<file path="config.mk">
export PLATFORM = sky130hd
export DESIGN_NAME = huff_min2_sched
export DESIGN_NICKNAME = d
export VERILOG_FILES = /design/src/rtl/huff_min2_sched.sv
export SDC_FILE = /design/constraint.sdc
export NUM_CORES = 1
export LEC_CHECK = 0
export CORE_UTILIZATION = 55
export CTS_BUF_LIST = sky130_fd_sc_hd__clkbuf_4
export DETAILED_ROUTE_END_ITERATION = 6
export PLACE_DENSITY = 0.86
export SLEW_MARGIN = 20
export SYNTH_ARGS = -nofsm -noshare
export SYNTH_HDL_FRONTEND = slang
export SYNTH_SLANG_ARGS = --single-unit
</file>
<file path="constraint.sdc">
create_clock -name clk -period 5.1 [get_ports clk]
set_input_delay 1.275 -clock clk [delete_from_list [all_inputs] [get_ports clk]]
set_output_delay 1.275 -clock clk [all_outputs]
set_load 0.005 [all_outputs]
</file>
<file path="src/rtl/huff_min2_sched.sv">
// huff_min2_sched: linear-scan two-minimum finder for Huffman tree construction.
// It sequences a shared bit-serial comparator through a clear/start/done
// handshake and returns the indices of the two smallest valid frequencies.
// Optional feature: define HUFF_CMP_TIMEOUT_EN to add a comparator watchdog.
module huff_min2_sched #(
    parameter int unsigned NUM_SYMS = 4,
    parameter int unsigned FREQ_W   = 9,
    parameter int unsigned IDX_W    = $clog2(NUM_SYMS)
) (
    input  logic                       clk,
    input  logic                       reset,
    input  logic                       start,
    input  logic [NUM_SYMS*FREQ_W-1:0] freq_in,
    input  logic [NUM_SYMS-1:0]        valid_in,
    output logic                       busy,
    output logic                       done,
    output logic                       err,
    output logic [IDX_W-1:0]           min1_idx,
    output logic [IDX_W-1:0]           min2_idx,
    output logic                       cmp_clear,
    output logic                       cmp_start,
    output logic [31:0]                cmp_bits,
    output logic [FREQ_W-1:0]          cmp_a,
    output logic [FREQ_W-1:0]          cmp_b,
    input  logic                       cmp_done,
    input  logic                       cmp_lt,
    input  logic                       cmp_eq,
    input  logic                       cmp_gt
);

    typedef enum logic [2:0] {StIdle, StNext, StClr, StCmp, StDecide, StFin} state_e;

    localparam logic [IDX_W:0] LastI = (IDX_W + 1)'(NUM_SYMS);

    state_e                      state_q, state_d;
    logic [NUM_SYMS*FREQ_W-1:0]  freq_q, freq_d;
    logic [NUM_SYMS-1:0]         valid_q, valid_d;
    logic [IDX_W:0]              i_q, i_d;
    logic [1:0]                  found_q, found_d;
    logic [IDX_W-1:0]            min1_q, min1_d, min2_q, min2_d;
    logic                        tgt_q, tgt_d;     // 1: comparing against min2, 0: against min1
    logic                        first_q, first_d; // first CMP cycle, comparator result is stale
    logic                        lt_q, lt_d;
    logic [FREQ_W-1:0]           a_q, a_d, b_q, b_d;
    logic [IDX_W-1:0]            i_idx;
    logic                        lt_eff;
    logic                        to_flag;

    function automatic logic [FREQ_W-1:0] pick(input logic [NUM_SYMS*FREQ_W-1:0] tab,
                                               input logic [IDX_W-1:0] idx);
        pick = tab[int'(idx)*FREQ_W +: FREQ_W];
    endfunction

    assign i_idx  = i_q[IDX_W-1:0];
    // Only an unambiguous less-than displaces; ties keep the lower index.
    assign lt_eff = cmp_lt & ~cmp_eq & ~cmp_gt;

`ifdef HUFF_CMP_TIMEOUT_EN
    localparam int unsigned WD_W = $clog2(FREQ_W + 4);
    localparam logic [WD_W-1:0] WdLast = WD_W'(FREQ_W + 3);
    logic [WD_W-1:0] wd_q, wd_d;
    logic            to_q, to_d;
    assign to_flag = to_q;
`else
    assign to_flag = 1'b0;
`endif

    // Next-state and datapath updates for the scan FSM.
    always_comb begin
        state_d = state_q;
        freq_d  = freq_q;
        valid_d = valid_q;
        i_d     = i_q;
        found_d = found_q;
        min1_d  = min1_q;
        min2_d  = min2_q;
        tgt_d   = tgt_q;
        first_d = first_q;
        lt_d    = lt_q;
        a_d     = a_q;
        b_d     = b_q;
`ifdef HUFF_CMP_TIMEOUT_EN
        wd_d    = wd_q;
        to_d    = to_q;
`endif
        unique case (state_q)
            StIdle: begin
                if (start) begin
                    freq_d  = freq_in;
                    valid_d = valid_in;
                    i_d     = '0;
                    found_d = 2'd0;
                    min1_d  = '0;
                    min2_d  = '0;
`ifdef HUFF_CMP_TIMEOUT_EN
                    to_d    = 1'b0;
`endif
                    state_d = StNext;
                end
            end
            StNext: begin
                if (i_q == LastI) begin
                    state_d = StFin;
                end else if (!valid_q[i_idx]) begin
                    i_d = i_q + 1'b1;
                end else if (found_q == 2'd0) begin
                    min1_d  = i_idx;
                    found_d = 2'd1;
                    i_d     = i_q + 1'b1;
                end else begin
                    tgt_d   = (found_q == 2'd2);
                    a_d     = pick(freq_q, i_idx);
                    b_d     = (found_q == 2'd2) ? pick(freq_q, min2_q) : pick(freq_q, min1_q);
                    state_d = StClr;
                end
            end
            StClr: begin
                first_d = 1'b1;
`ifdef HUFF_CMP_TIMEOUT_EN
                wd_d    = '0;
`endif
                state_d = StCmp;
            end
            StCmp: begin
                first_d = 1'b0;
                if (!first_q && cmp_done) begin
                    lt_d    = lt_eff;
                    state_d = StDecide;
                end
`ifdef HUFF_CMP_TIMEOUT_EN
                else if (wd_q == WdLast) begin
                    to_d    = 1'b1;
                    state_d = StFin;
                end else begin
                    wd_d = wd_q + 1'b1;
                end
`endif
            end
            StDecide: begin
                if (tgt_q && !lt_q) begin
                    i_d     = i_q + 1'b1;
                    state_d = StNext;
                end else if (tgt_q) begin
                    // Beat min2; now see whether it also beats min1.
                    tgt_d   = 1'b0;
                    b_d     = pick(freq_q, min1_q);
                    state_d = StClr;
                end else begin
                    if (lt_q) begin
                        min2_d = min1_q;
                        min1_d = i_idx;
                    end else begin
                        min2_d = i_idx;
                    end
                    found_d = 2'd2;
                    i_d     = i_q + 1'b1;
                    state_d = StNext;
                end
            end
            StFin: begin
                state_d = StIdle;
            end
            default: state_d = StIdle;
        endcase
    end

    // State and datapath registers, asynchronously cleared.
    always_ff @(posedge clk or negedge reset) begin
        if (!reset) begin
            state_q <= StIdle;
            freq_q  <= '0;
            valid_q <= '0;
            i_q     <= '0;
            found_q <= 2'd0;
            min1_q  <= '0;
            min2_q  <= '0;
            tgt_q   <= 1'b0;
            first_q <= 1'b0;
            lt_q    <= 1'b0;
            a_q     <= '0;
            b_q     <= '0;
`ifdef HUFF_CMP_TIMEOUT_EN
            wd_q    <= '0;
            to_q    <= 1'b0;
`endif
        end else begin
            state_q <= state_d;
            freq_q  <= freq_d;
            valid_q <= valid_d;
            i_q     <= i_d;
            found_q <= found_d;
            min1_q  <= min1_d;
            min2_q  <= min2_d;
            tgt_q   <= tgt_d;
            first_q <= first_d;
            lt_q    <= lt_d;
            a_q     <= a_d;
            b_q     <= b_d;
`ifdef HUFF_CMP_TIMEOUT_EN
            wd_q    <= wd_d;
            to_q    <= to_d;
`endif
        end
    end

    // Outputs decoded from state and registered datapath.
    always_comb begin
        busy      = (state_q == StNext) || (state_q == StClr) ||
                    (state_q == StCmp)  || (state_q == StDecide);
        done      = (state_q == StFin);
        err       = (state_q == StFin) && ((found_q < 2'd2) || to_flag);
        min1_idx  = min1_q;
        min2_idx  = min2_q;
        cmp_clear = (state_q == StClr);
        cmp_start = (state_q == StCmp);
        cmp_bits  = 32'(FREQ_W);
        cmp_a     = a_q;
        cmp_b     = b_q;
    end

endmodule
</file>
After elaboration in Yosys (flattened, before gate mapping)
Cells that the tools add are included.
{"block": "op_classes", "add_sub_neg": 1, "multipliers": 3, "order_cmp": 2, "n_eq_ne": 21, "n_shift": 3, "n_mux": 48, "bitwise": 6, "reduce_logical": 24}
{"cell": "$shiftx 36x7->9", "n": 3}
{"cell": "$mux 9", "n": 6}
{"cell": "$mux 2", "n": 17}
{"cell": "$mux 3", "n": 11}
{"cell": "$mul 2x4->6 const B", "n": 3}
{"cell": "$ne 2x2->1 const B", "n": 9}
{"cell": "$pmux 9 s2", "n": 1}
{"cell": "$pmux 3 s5", "n": 1}
{"cell": "$ne 3x3->1 const B", "n": 4}
{"cell": "$pmux 2 s3", "n": 2}
{"cell": "$reduce_and 4->1", "n": 3}
{"cell": "$reduce_and 5->1", "n": 2}
{"cell": "$eq 3x3->1 const B", "n": 3}
{"cell": "$pmux 3 s3", "n": 1}
{"cell": "$reduce_and 8->1", "n": 1}
{"cell": "$reduce_and 7->1", "n": 1}
{"cell": "$eq 3x2->1 const B", "n": 2}
{"cell": "$reduce_and 6->1", "n": 1}
{"cell": "$reduce_bool 2->1", "n": 3}
{"cell": "$mux 1", "n": 5}
{"cell": "$not 1->1", "n": 4}
{"cell": "$pmux 1 s2", "n": 2}
{"cell": "$pmux 2 s2", "n": 1}
{"cell": "$reduce_and 2->1", "n": 2}
{"cell": "14 further kinds", "n": 20}
{"block": "word_totals", "reg_bits": 73, "input_bits": 47, "out_inout_bits": 59, "elab_cells": 120}

Depth between registers and ports, before layout
{"block": "logic_depth", "depth_word": 7, "depth_mapped": 10}

Worst setup path after synthesis
No wires, ideal clock.
{"block": "synth_timing", "path_kind": "reg-to-output", "from": "register state_q[2]", "to": "output port err", "arrival_time_ns": 1.139, "required_time_ns": 3.825, "path_slack_ns": 2.686, "path_stages_with_launch": 4, "n_path_buf": 1, "path_cell_list": "dfrtp_1 -> clkbuf_1 -> inv_1 -> nor4_1"}
{"block": "synth_via", "elab_chain_len": 2}
{"item": "from (decl)", "line_no": "35", "rtl": "state_e state_q, state_d;"}
{"item": "from (signal assigned)", "line_no": "170", "rtl": "state_q <= StIdle;"}
{"item": "from (signal assigned)", "line_no": "187", "rtl": "state_q <= state_d;"}
{"item": "$eq 3x3->1", "line_no": "211", "rtl": "err = (state_q == StFin) && ((found_q < 2'd2) || to_flag);"}
{"item": "$logic_and 1x1->1", "line_no": "211"}
{"item": "to (decl)", "line_no": "17", "rtl": "output logic err,"}
Every way passes these cells.

Worst setup path after layout
{"block": "layout_timing", "from": "register state_q[1]", "to": "output port busy"}
{"block": "layout_via", "elab_chain_len": 4}
{"item": "$eq 3x1->1 / $eq 3x2->1 (equally long branches)", "line_no": "208", "rtl": "busy = (state_q == StNext) || (state_q == StClr) ||"}
{"item": "$logic_or 1x1->1 (2 in series)", "line_no": "208"}
{"item": "$logic_or 1x1->1 (*)", "line_no": "209", "rtl": "(state_q == StCmp) || (state_q == StDecide);"}
{"item": "to (decl)", "line_no": "15", "rtl": "output logic busy,"}
Mark *: on every way between the ends. The rest lies on a longest branch, timed or not.

==> impl_metrics.tcl <==
set metrics [dict create \
    cts_setup_buffers 0 \
    ctsHoldBuffers 0 \
    post_cts_resized 0 \
    async_flop_share 1.00 \
    drtIter0Drc 220 \
    cpPeakStageDelay_ns 0.58 \
    rows 31 \
    synth_area_um2 4120 \
    endpoint_kind "output port" \
    synth_cells 329 \
    postRouteAntennaNets 0 \
    coreArea_um2 7250 \
    holdCritPathClass "flip-flop to flip-flop" \
    area_growth_pct 19.9 \
    fill_cells 534 \
    clock-root-buffer "clkbuf_4" \
    grt_max_degree 74 \
    clkTransAtPathRegs_ns 0.11 \
    synth.distinct_cells 43 \
    overflow 0 \
    antenna_found_initial 0 \
    port_buffers 73 \
    ir_drop_uv 315 \
    cts_tree "done" \
    wl_um 8360 \
    num_io_pins 106 \
    layout_common_cells "dfrtp_1, clkdlybuf4s50_1, mux2_2, conb_1, mux4_2" \
    clkLatencyLatePin_ns 0.41 \
    maxSlewViolCount 0 \
    route.detailed.drc 0 \
    finalCriticalPeriod_ns 3.40 \
    worst_path_max_delay_cell "dfrtp_1" \
    cap_violations 0 \
    cp.required_ns 3.83 \
    numClockSinks 73 \
    worst_pin_slew_ns 1.09 \
    status "finished, final reports clean" \
    rsz0062_at_grt "false" \
    die_height_um 88.6 \
    setup_viol 0 \
    wl_per_cell_um 16.9 \
    gp_congestion 0.853 \
    grt_pass1_vias 2672 \
    clockBufferDepth 2 \
    synth_enable_flop_cells 0 \
    nets 441 \
    fin_worst_skew_ns 0.0182 \
    synth.avg_cell_area_um2 12.5 \
    fin_tns_setup_ns 0 \
    hold_viol 0 \
    drt_pass1_iterations 4 \
    power.density_nw_per_um2 602 \
    layout-drive-gt1-share 0.251 \
    die-width_um 88.6 \
    start_kind "flip-flop" \
    grt_pass1_wl_um 13500 \
    final_common_cell "dfrtp_1" \
    dp_hpwl_um 5770 \
    finish.utilization 0.682 \
    synth_seq_cells 73 \
    max_freq_mhz 294 \
    path_max_fanout 14 \
    n_antenna_cell 0 \
    grt_use_total 0.236 \
    start_util 0.569 \
    worstPathCellList "nor2_1 -> xnor2_1 -> clkdlybuf4s50_1" \
    htreeDepth 3 \
    via_count 2768 \
    ys_warn_count 0 \
    p_leak_nw 2.00 \
    cp_data_arrival_time_ns 2.13 \
    synth_ff_type "dfrtp_1" \
    fin_crit_sh 0.667 \
    die-area_um2 7850 \
    yosysSeqAreaShare 0.443 \
    viasPerCell 5.60 \
    cts_made_buffers 9 \
    slew_headroom 0.269 \
    path_class "flip-flop to output port" \
]
## area by class of cell
cell class                 instances  area (um^2)  share of cell area
sequential                        73         1830               0.369
multi-input combinational        228         2060               0.417
inverter                           6         22.5             0.00455
timing repair buffer              74          736               0.149
tap                               99          124              0.0250
clock inverter                     5          106              0.0215
clock buffer                       9         67.6              0.0137
## layer usage
layer | vias to the layer above | wire length [um] | track usage
li1 | 1260 | - | -
met1 | 1415 | 3500 | 0.315
met2 | 91 | 4520 | 0.402
met3 | 2 | 310 | 0.0308
met4 | 0 | 25 | 0.0806
met5 | - | 0 | 0
## worst paths after layout
path	start	to	slack [ns]	cells past startpoint
setup / recovery	state_q[1]$_DFFE_PN0P_	busy	1.70	3
hold / removal	first_q$_DFFE_PN0P_	first_q$_DFFE_PN0P_	0.49	1
setup reg to reg	i_q[0]$_DFFE_PN0P_	min1_idx[1]$_DFFE_PN0P_	2.44	5
hold reg to reg	first_q$_DFFE_PN0P_	first_q$_DFFE_PN0P_	0.49	1
max in group asynchronous	reset	freq_q[1]$_DFFE_PN0P_	3.54	1
min in group asynchronous	reset	first_q$_DFFE_PN0P_	0.98	1
## registers in the layout, summed over array words and instances (netlist names), 3 cells and up
signal / count
cmp_a: 9
i_q: 3
freq_q: 36
state_q: 3
valid_q: 4
cmp_b: 9
## Yosys cell counts, types with 3 or more instances
master    instances  area [um^2]
o21a_1            3         22.5
o21ai_0          15         75.1
buf_4            32          240
dfrtp_1          73         1830
a21oi_1           3         15.0
nand2_1          26         97.6
a22o_1            3         26.3
mux2i_1          16          160
mux4_2           27          608
buf_1             3         11.3
inv_1             6         22.5
o31ai_1           3         22.5
mux2_2           50          563
clkbuf_1         10         37.5
buf_2             6         30.0
nor3b_1           4         30.0
nor2_1           13         48.8
## critical path, delay by kind of cell (launching register included)
kind	cells	cell delay (ns)
DFF	1	0.58
xor gates and xnor gates	1	0.17
buffers and inverters	1	0.52
and+or+nand+nor	1	0.45
## cells by family (layout without fill, tap and decap cells)
logic type	count (synthesis)	after routing	synth area share
xor gates and xnor gates	1	1	0.00212
adders and majority gates	2	2	0.00607
DFF	73	73	0.443
buffers and inverters	58	94	0.0856
muxes	93	93	0.323
AOI/OAI and AO/OA	39	39	0.0658
and+or+nand+nor	61	61	0.0728
other	2	32	0.00182
## per-stage QoR
step                worst slack (ns)  power (W)  std cells  instance area, um^2  hold WS, ns
finish                          1.70    0.00298        494                 4950        0.488
detailed placement              1.80    0.00255        480                 4770        0.470
floorplan                       2.69    0.00210        359                 4240        0.441
CTS                             1.71    0.00299        494                 4950        0.496
global placement                1.85    0.00246        480                 4770        0.451
global route                    1.62    0.00318        494                 4950        0.521
## where the power goes
part	internal [W]	leakage (nW)	total, W	switching, W
registers	0.000854	0.894	0.00121	0.000358
clock network	0.000244	0.0881	0.000445	0.000201
logic	0.000851	1.02	0.00132	0.000470
total	0.00195	2.00	0.00298	0.00103
(Power assumes the default switching activity.)
